**config.mk**
```make
export PLATFORM = sky130hd
export DESIGN_NAME = param_shift_register
export DESIGN_NICKNAME = d
export VERILOG_FILES = /design/src/rtl/param_shift_register.sv
export SDC_FILE = /design/constraint.sdc
export NUM_CORES = 1
export LEC_CHECK = 0
export CAP_MARGIN = 20
export CORE_MARGIN = 2
export CORE_UTILIZATION = 60
export CTS_CLUSTER_SIZE = 24
export DETAILED_ROUTE_END_ITERATION = 10
export DONT_BUFFER_PORTS = 1
export GPL_ROUTABILITY_DRIVEN = 0
export PLACE_DENSITY = 0.76
export SETUP_SLACK_MARGIN = 0.2
export SYNTH_ARGS = -nofsm -noshare
export SYNTH_HDL_FRONTEND = slang
export SYNTH_SLANG_ARGS = --single-unit
```
**constraint.sdc**
```tcl
create_clock -name clk -period 2.1 [get_ports clk]
set_input_delay 0.315 -clock clk [delete_from_list [all_inputs] [get_ports clk]]
set_output_delay 0.315 -clock clk [all_outputs]
set_load 0.01 [all_outputs]
```
**src/rtl/param_shift_register.sv**
```systemverilog
// Lane-oriented shift register with shift-in/shift-out/parallel-load, fill count and sticky flags.
// Optional rotate-on-shift-out build selected by macro PARAM_SHIFT_REGISTER_ROTATE_EN.
module param_shift_register #(
  parameter int LANE_W = 2,
  parameter int DEPTH  = 4
) (
  input  logic                       clk,
  input  logic                       rst_n,
  input  logic                       en,
  input  logic [1:0]                 mode,
  input  logic [LANE_W-1:0]          in_data,
  input  logic [LANE_W*DEPTH-1:0]    par_in,
  output logic [LANE_W-1:0]          out_data,
  output logic [LANE_W*DEPTH-1:0]    par_out,
  output logic [$clog2(DEPTH+1)-1:0] count,
  output logic                       full,
  output logic                       empty,
  output logic                       ovf,
  output logic                       udf
);

  localparam int CNT_W = $clog2(DEPTH + 1);
  localparam logic [CNT_W-1:0] CNT_MAX = CNT_W'(DEPTH);
  localparam logic [CNT_W-1:0] CNT_ONE = CNT_W'(1);

  typedef enum logic [1:0] {
    MODE_HOLD      = 2'b00,
    MODE_SHIFT_IN  = 2'b01,
    MODE_SHIFT_OUT = 2'b10,
    MODE_LOAD      = 2'b11
  } mode_e;

  // Lane k lives at bits [k*LANE_W +: LANE_W], so the packed array maps directly onto par_out.
  logic [DEPTH-1:0][LANE_W-1:0] lanes_q, lanes_d;
  logic [CNT_W-1:0]             count_q, count_d;
  logic                         ovf_q, ovf_d;
  logic                         udf_q, udf_d;

  // NOTE: every always_comb target gets a default first so no path leaves it unassigned (no latch).
  always_comb begin
    lanes_d = lanes_q;
    count_d = count_q;
    ovf_d   = ovf_q;
    udf_d   = udf_q;

    if (en) begin
      case (mode_e'(mode))
        MODE_SHIFT_IN: begin
          for (int k = 0; k < DEPTH - 1; k++) begin
            lanes_d[k] = lanes_q[k+1];
          end
          lanes_d[DEPTH-1] = in_data;
          if (count_q == CNT_MAX) begin
            ovf_d = 1'b1;
          end else begin
            count_d = count_q + CNT_ONE;
          end
        end

        MODE_SHIFT_OUT: begin
          for (int k = 1; k < DEPTH; k++) begin
            lanes_d[k] = lanes_q[k-1];
          end
`ifdef PARAM_SHIFT_REGISTER_ROTATE_EN
          // Rotation keeps every lane, so occupancy and udf are untouched.
          lanes_d[0] = lanes_q[DEPTH-1];
`else
          // An empty register still shifts; only the count saturates.
          lanes_d[0] = '0;
          if (count_q == '0) begin
            udf_d = 1'b1;
          end else begin
            count_d = count_q - CNT_ONE;
          end
`endif
        end

        MODE_LOAD: begin
          lanes_d = par_in;
          count_d = CNT_MAX;
          ovf_d   = 1'b0;
          udf_d   = 1'b0;
        end

        default: ;
      endcase
    end
  end

  // NOTE: sequential state uses non-blocking assignments so all flops sample the same pre-edge values.
  // The lanes are plain flops (not a RAM), so they are reset along with the control state.
  always_ff @(posedge clk or negedge rst_n) begin
    if (!rst_n) begin
      lanes_q <= '0;
      count_q <= '0;
      ovf_q   <= 1'b0;
      udf_q   <= 1'b0;
    end else begin
      lanes_q <= lanes_d;
      count_q <= count_d;
      ovf_q   <= ovf_d;
      udf_q   <= udf_d;
    end
  end

  assign par_out  = lanes_q;
  assign out_data = lanes_q[DEPTH-1];
  assign count    = count_q;
  assign full     = (count_q == CNT_MAX);
  assign empty    = (count_q == '0);
  assign ovf      = ovf_q;
  assign udf      = udf_q;

endmodule
```
==> metrics, run 1 <==
unrepaired setup endpoints after global routing=false; post-CTS setup buffer count=0; combinational share of power=22.8%; delay-heaviest family, CP=flip-flops; met3 GRT Util=6.809%; Ports=32; CTS tree=yes; final WL=1.941 mm; CTS H-tree lvls=1; Cells after DPL=114; Total GRT Usage=22.70%; CP arrival=1760 ps; share of cells above drive strength 1=4.854%; clock-pin slew of the registers on the worst-case setup and hold paths=80 ps; max cap viols=0; R2R setup slack=490 ps; GRT met1 Usage=27.99%; setup TNS=0 ps; Setup violations, final=0; Worst Reg-to-Reg Cells=5; number of synthesized flops with an enable pin=0; switching share of total power=35.98%; Worst setup EP type=flop; fin cells=119; initial antenna violation count=0; Core Area=1471 um2; Post-Syn Area=910.9 um2; DRT Pass-1 Iters=4; cell depth of the worst setup path=5; CTS max path bufs=2; worst hold stages=1; DR vias=769; vias in the first global route=752; Post-Syn Area per Cell=8.281 um2; CTS sink cnt=13; CP Max Fanout=10; First DRT Iteration DRCs=16; TritonCTS Buffers=3; Worst path slowest cell=dfrtp_1; busiest grt layer=met2; root buf cell=clkbuf_4; leakage power=0.3521 nW; nets@finish=120; first-pass GRT wire length=3.222 mm; Routed WL per cell=16.31 um; #FFs+latches synth=13; drt drc=0; grt met2 use=36.67%; Min-Delay Path Class=in2reg; Synthesis Warnings=0; Die Wd=42.97 um; total grt overflow=0; slew margin rel.=60.41%; Row Count=14; sw power=253.6 uW; worst slew pin tran=591.9 ps; sequential fraction of the synthesis area=35.71%; commonest non-fill, non-tap cell in the layout=a21oi_1; die height=42.97 um; Min Clock Period, post-route=1608 ps; Initial Utilization=61.90%; Critical Path RT=2250 ps; Critical Path, Cell by Cell=xnor2_1 -> ha_1 -> or3_1 -> a21boi_1 -> o211ai_1; ys flop type=dfrtp_1; library cells used by synthesis=35; synthesized instance count=110; number of vias per cell=6.462; asr flop ratio synth=100.0%; Seq pwr share=54.8%; status=finished clean; hold slack=126.3 ps; fin. max-slew vios=0; Diodes inserted=0; Routed Antenna Nets=0; final clock skew=1.550 ps; Critical Path Max Stage Delay=520 ps; post-DP HPWL=1.319 mm; CP startpoint kind=flop; Final Cycle Share=76.57%; Worst-Skew Late Latency=270 ps; # resized after CTS=0; fillers=135; critical path class=reg2reg; Layout area overhead=-2.198%; Max Clk Rate=0.6219 GHz; largest net degree at the start of global routing=29; syn nets=126; PortBufs=0; Hold Buf Count CTS=1; Final Hold Fails=0; CP bufs+invs=0; PwrDens=791.3 nW/um2; commonest non-fill, non-tap cells in the layout=a21oi_1, dfrtp_1, nor2b_1; DIE AREA=1846 um2; VDD IR max=0.3829 mV; clock power share=22.4%; Internal=451.3 uW
[routing by layer]
metal	share of wire, %	wire length [um]	vias to the layer above
met3	6.7	131	3
met4	1.0	20	0
li1	-	-	375
met1	45	873	365
met2	47	915	26
met5	0	0	-
[synthesized netlist by cell type (2+ instances only)]
master,number,area share (%)
a31oi_1,2,1.4
a21oi_1,14,7.7
dfrtp_1,13,36
inv_1,5,2.1
and2_1,5,3.4
nand3b_1,3,2.5
nand2b_1,4,2.7
o22ai_1,2,1.4
buf_4,4,3.3
nor2b_1,11,7.6
nor2_1,7,2.9
buf_2,6,3.3
a32oi_1,2,1.9
a211oi_1,2,1.6
o21ai_0,7,3.8
o221ai_1,2,1.9
nand2_1,3,1.2
[stage by stage]
| stage | total power [mW] | utilization (%) | instance area (um2) | setup slack, ps |
|---|---|---|---|---|
| CTS | 0.7089 | 60.54 | 890.9 | 491.4 |
| global placement | 0.5344 | 58.08 | 854.6 | 536.6 |
| global route | 0.7469 | 60.54 | 890.9 | 389.8 |
| detailed placement | 0.5444 | 58.08 | 854.6 | 508.2 |
| floorplan | 0.5400 | - | 910.9 | 480.9 |
| finish | 0.7049 | 60.54 | 890.9 | 492.1 |
[sequential cells by signal, summed over array words and instances, names as in the netlist]
signal and count:
count 3, out_data 2, ovf 1, par_out 6, udf 1
[worst paths after layout]
check / start / to
min in group asynchronous: rst_n / count[2]
min: mode[1] / out_data[0]
max: count[1] / count[2]
max in group asynchronous: rst_n / count[0]
min reg2reg: ovf / ovf
max reg2reg: count[1] / count[2]
[power groups by stage]
| stage | clock, mW | combinational, mW | sequential, mW |
|---|---|---|---|
| 3_3_place_gp | 0 | 0.148 | 0.386 |
| 4_1_cts | 0.162 | 0.162 | 0.386 |
| 6_report | 0.158 | 0.161 | 0.386 |
| 3_5_place_dp | 0 | 0.154 | 0.391 |
| 5_1_grt | 0.166 | 0.186 | 0.395 |
| 2_1_floorplan | 0 | 0.179 | 0.361 |
[area by class of cell]
class,count,area [um2],area share (%)
clock buffer,4,26.28,2.949
inverter,5,18.77,2.107
multi-input combinational,80,490.5,55.06
sequential,13,325.3,36.52
tap,16,20.02,2.247
timing repair buffer,1,10.01,1.124
[logic make-up (layout without fill, tap and decap cells)]
family / after synthesis / count (layout) / synth area share (%)
compound gates: 37 / 37 / 25.27
xor+xnor: 1 / 1 / 0.9617
fa+ha+maj: 1 / 1 / 1.373
buf+inv: 17 / 10 / 10.44
flops: 13 / 13 / 35.71
mux: 1 / 1 / 1.099
simple gates: 40 / 40 / 25.14
No activity file was read; power rests on OpenSTA's default activity.
==> inputs of run 2 (changes only) <==
Settings changed: CORE_UTILIZATION 60 to 54, PLACE_DENSITY 0.76 to 0.72.
Clock period 2.1 ns to 1.4 ns, I/O delays scaled along.
==> run 2 against run 1 <==
Effect of this change: utilization up 3.0 points; the run now ends with setup timing left; largest cell class unchanged; hold slack got worse by 110 ps; clock skew increased by 2.8 ps.
==> metrics, run 2 (same netlist as run 1, synthesis figures left out) <==
status=finished, violations left (was finished clean); failing checks=setup timing; Critical Path, Cell by Cell=xnor2_2 -> ha_2 -> or3_1 -> a21boi_1 -> o211ai_1 (was xnor2_1 -> ha_1 -> or3_1 -> a21boi_1 -> o211ai_1); unrepaired setup endpoints after global routing=true (was false); clock-pin slew of the registers on the worst-case setup and hold paths=80 ps (about the same); CP bufs+invs=0 (unchanged); total grt overflow=0 (unchanged); combinational share of power=30.1% (was 22.8%); Layout area overhead=7.555% (was -2.198%); Min-Delay Path Class=in2reg (unchanged); worst slew pin tran=605.9 ps (was 591.9 ps); share of cells above drive strength 1=16.67% (was 4.854%); commonest non-fill, non-tap cells in the layout=a21oi_1, dfrtp_1, nor2b_1 (unchanged); Ports=32 (unchanged); Routed Antenna Nets=0 (unchanged); Core Area=1541 um2 (was 1471 um2); DRT Pass-1 Iters=4 (unchanged); Final Cycle Share=100.1% (was 76.57%); Worst setup EP type=flop (unchanged); first-pass GRT wire length=3.249 mm (was 3.222 mm); vias in the first global route=730 (was 752); max FFs per register=6 (unchanged); delay-heaviest family, CP=flip-flops (unchanged); PortBufs=0 (unchanged); fin cells=124 (was 119); Setup WS post-layout=-2.098 ps (was 492.1 ps); post-DP HPWL=1.443 mm (was 1.319 mm); leakage power=0.3957 nW (was 0.3521 nW); Final Hold Fails=0 (unchanged); fin. max-slew vios=0 (unchanged); Critical Path RT=1560 ps (was 2250 ps); largest net degree at the start of global routing=29 (unchanged); Max Clk Rate=0.7132 GHz (was 0.6219 GHz); Seq pwr share=48.9% (was 54.8%); drt drc=0 (unchanged); number of vias per cell=6.508 (was 6.462); slew margin rel.=59.47% (was 60.41%); Worst-Skew Late Latency=280 ps (was 270 ps); CTS H-tree lvls=1 (unchanged); initial antenna violation count=0 (unchanged); CTS max path bufs=2 (unchanged); root buf cell=clkbuf_4 (unchanged); Critical Path Max Stage Delay=420 ps (was 520 ps); R2R setup slack=-2 ps (was 490 ps); Diodes inserted=0 (unchanged); Cells after DPL=118 (was 114); final clock skew=4.312 ps (was 1.550 ps); critical path class=reg2reg (unchanged); Initial Utilization=59.09% (was 61.90%); sw power=406.1 uW (was 253.6 uW); multi-input logic area=534.3 um2 (was 490.5 um2); total power draw=1.136 mW (was 704.9 uW); CP startpoint kind=flop (unchanged); DIE AREA=2031 um2 (was 1846 um2); Routed WL per cell=16.78 um (was 16.31 um); First DRT Iteration DRCs=5 (was 16); commonest non-fill, non-tap cell in the layout=a21oi_1 (unchanged); hold slack=13.16 ps (was 126.3 ps); final WL=2.081 mm (was 1.941 mm); Min Clock Period, post-route=1402 ps (was 1608 ps); clock power share=21.0% (was 22.4%); CP Max Fanout=3 (was 10); Setup violations, final=1 (was 0); Row Count=14 (unchanged); TritonCTS Buffers=3 (unchanged); die height=45.07 um (was 42.97 um); FF/Latch Area=325.3 um2 (unchanged); Die Wd=45.07 um (was 42.97 um); Internal=729.6 uW (was 451.3 uW); Worst path slowest cell=dfrtp_1 (unchanged); PwrDens=1159 nW/um2 (was 791.3 nW/um2); max cap viols=0 (unchanged); switching share of total power=35.76% (was 35.98%); CTS sink cnt=13 (unchanged); CP arrival=1560 ps (was 1760 ps); Total GRT Usage=22.54% (was 22.70%); nets@finish=125 (was 120); DR vias=807 (was 769); CTS tree=yes (unchanged); fillers=140 (was 135); VDD IR max=0.7024 mV (was 0.3829 mV)
## run 2: through the flow
| step | cell area, um2 | utilization [%] | setup TNS (ps) | setup WS [ps] |
|---|---|---|---|---|
| after floorplan | 934.6 | - | -138.3 | -73.61 |
| after global placement | 902.1 | 58.52 | 0 | 60.74 |
| after detailed placement | 902.1 | 58.52 | 0 | 9.260 |
| after CTS | 969.7 | 62.91 | -39.90 | -17.44 |
| after global routing | 979.7 | 63.56 | -158.4 | -64.19 |
| final | 979.7 | 63.56 | -2.098 | -2.098 |
## run 2: repair_timing
| action | 4_1_cts | 5_1_grt |
|---|---|---|
| hold buffers | 1 | 0 |
| hold endpoints to repair | 13 | 0 |
| buffers inserted | 1 | 0 |
| setup endpoints to repair | 4 | 6 |
| resized for setup | 6 | 3 |
## run 2: cell type report
type                            instances  share of cell area, %
Multi-Input combinational cell         80                  54.53
Timing Repair Buffer                    6                  5.619
Sequential cell                        13                  33.21
Inverter                                5                  1.916
Tap cell                               16                  2.043
Clock buffer                            4                  2.682
## run 2: worst paths after layout
check                           cells past startpoint      from     endpoint
worst max-delay path                                5  count[1]     count[2]
worst min-delay path                                1   mode[1]  out_data[0]
worst max register to register                      5  count[1]     count[2]
worst min register to register                      2       udf          udf
max in group asynchronous                           1     rst_n   par_out[1]
min in group asynchronous                           1     rst_n     count[2]
## run 2: power by group through the flow
stage | clock network [mW] | logic [mW] | registers (mW)
after global placement | 0 | 0.284 | 0.559
after detailed placement | 0 | 0.294 | 0.560
after global routing | 0.255 | 0.384 | 0.567
after CTS | 0.248 | 0.333 | 0.555
after floorplan | 0 | 0.277 | 0.543
final | 0.239 | 0.342 | 0.555
## run 2: layer usage
| metal | wire length (um) | share of wire (%) | track usage [%] | vias to the layer above |
|---|---|---|---|---|
| met2 | 1030 | 49 | 35.14 | 31 |
| met5 | 0 | 0 | 0 | - |
| met3 | 151 | 7.3 | 5.600 | 6 |
| met4 | 29 | 1.4 | 10.59 | 0 |
| li1 | - | - | - | 387 |
| met1 | 870 | 42 | 29.26 | 383 |
## run 2: worst reg2reg max path: stages, from the launching register on
cell and delay, ps:
dfrtp_1 420, xnor2_2 150, ha_2 180, or3_1 300, a21boi_1 150, o211ai_1 90
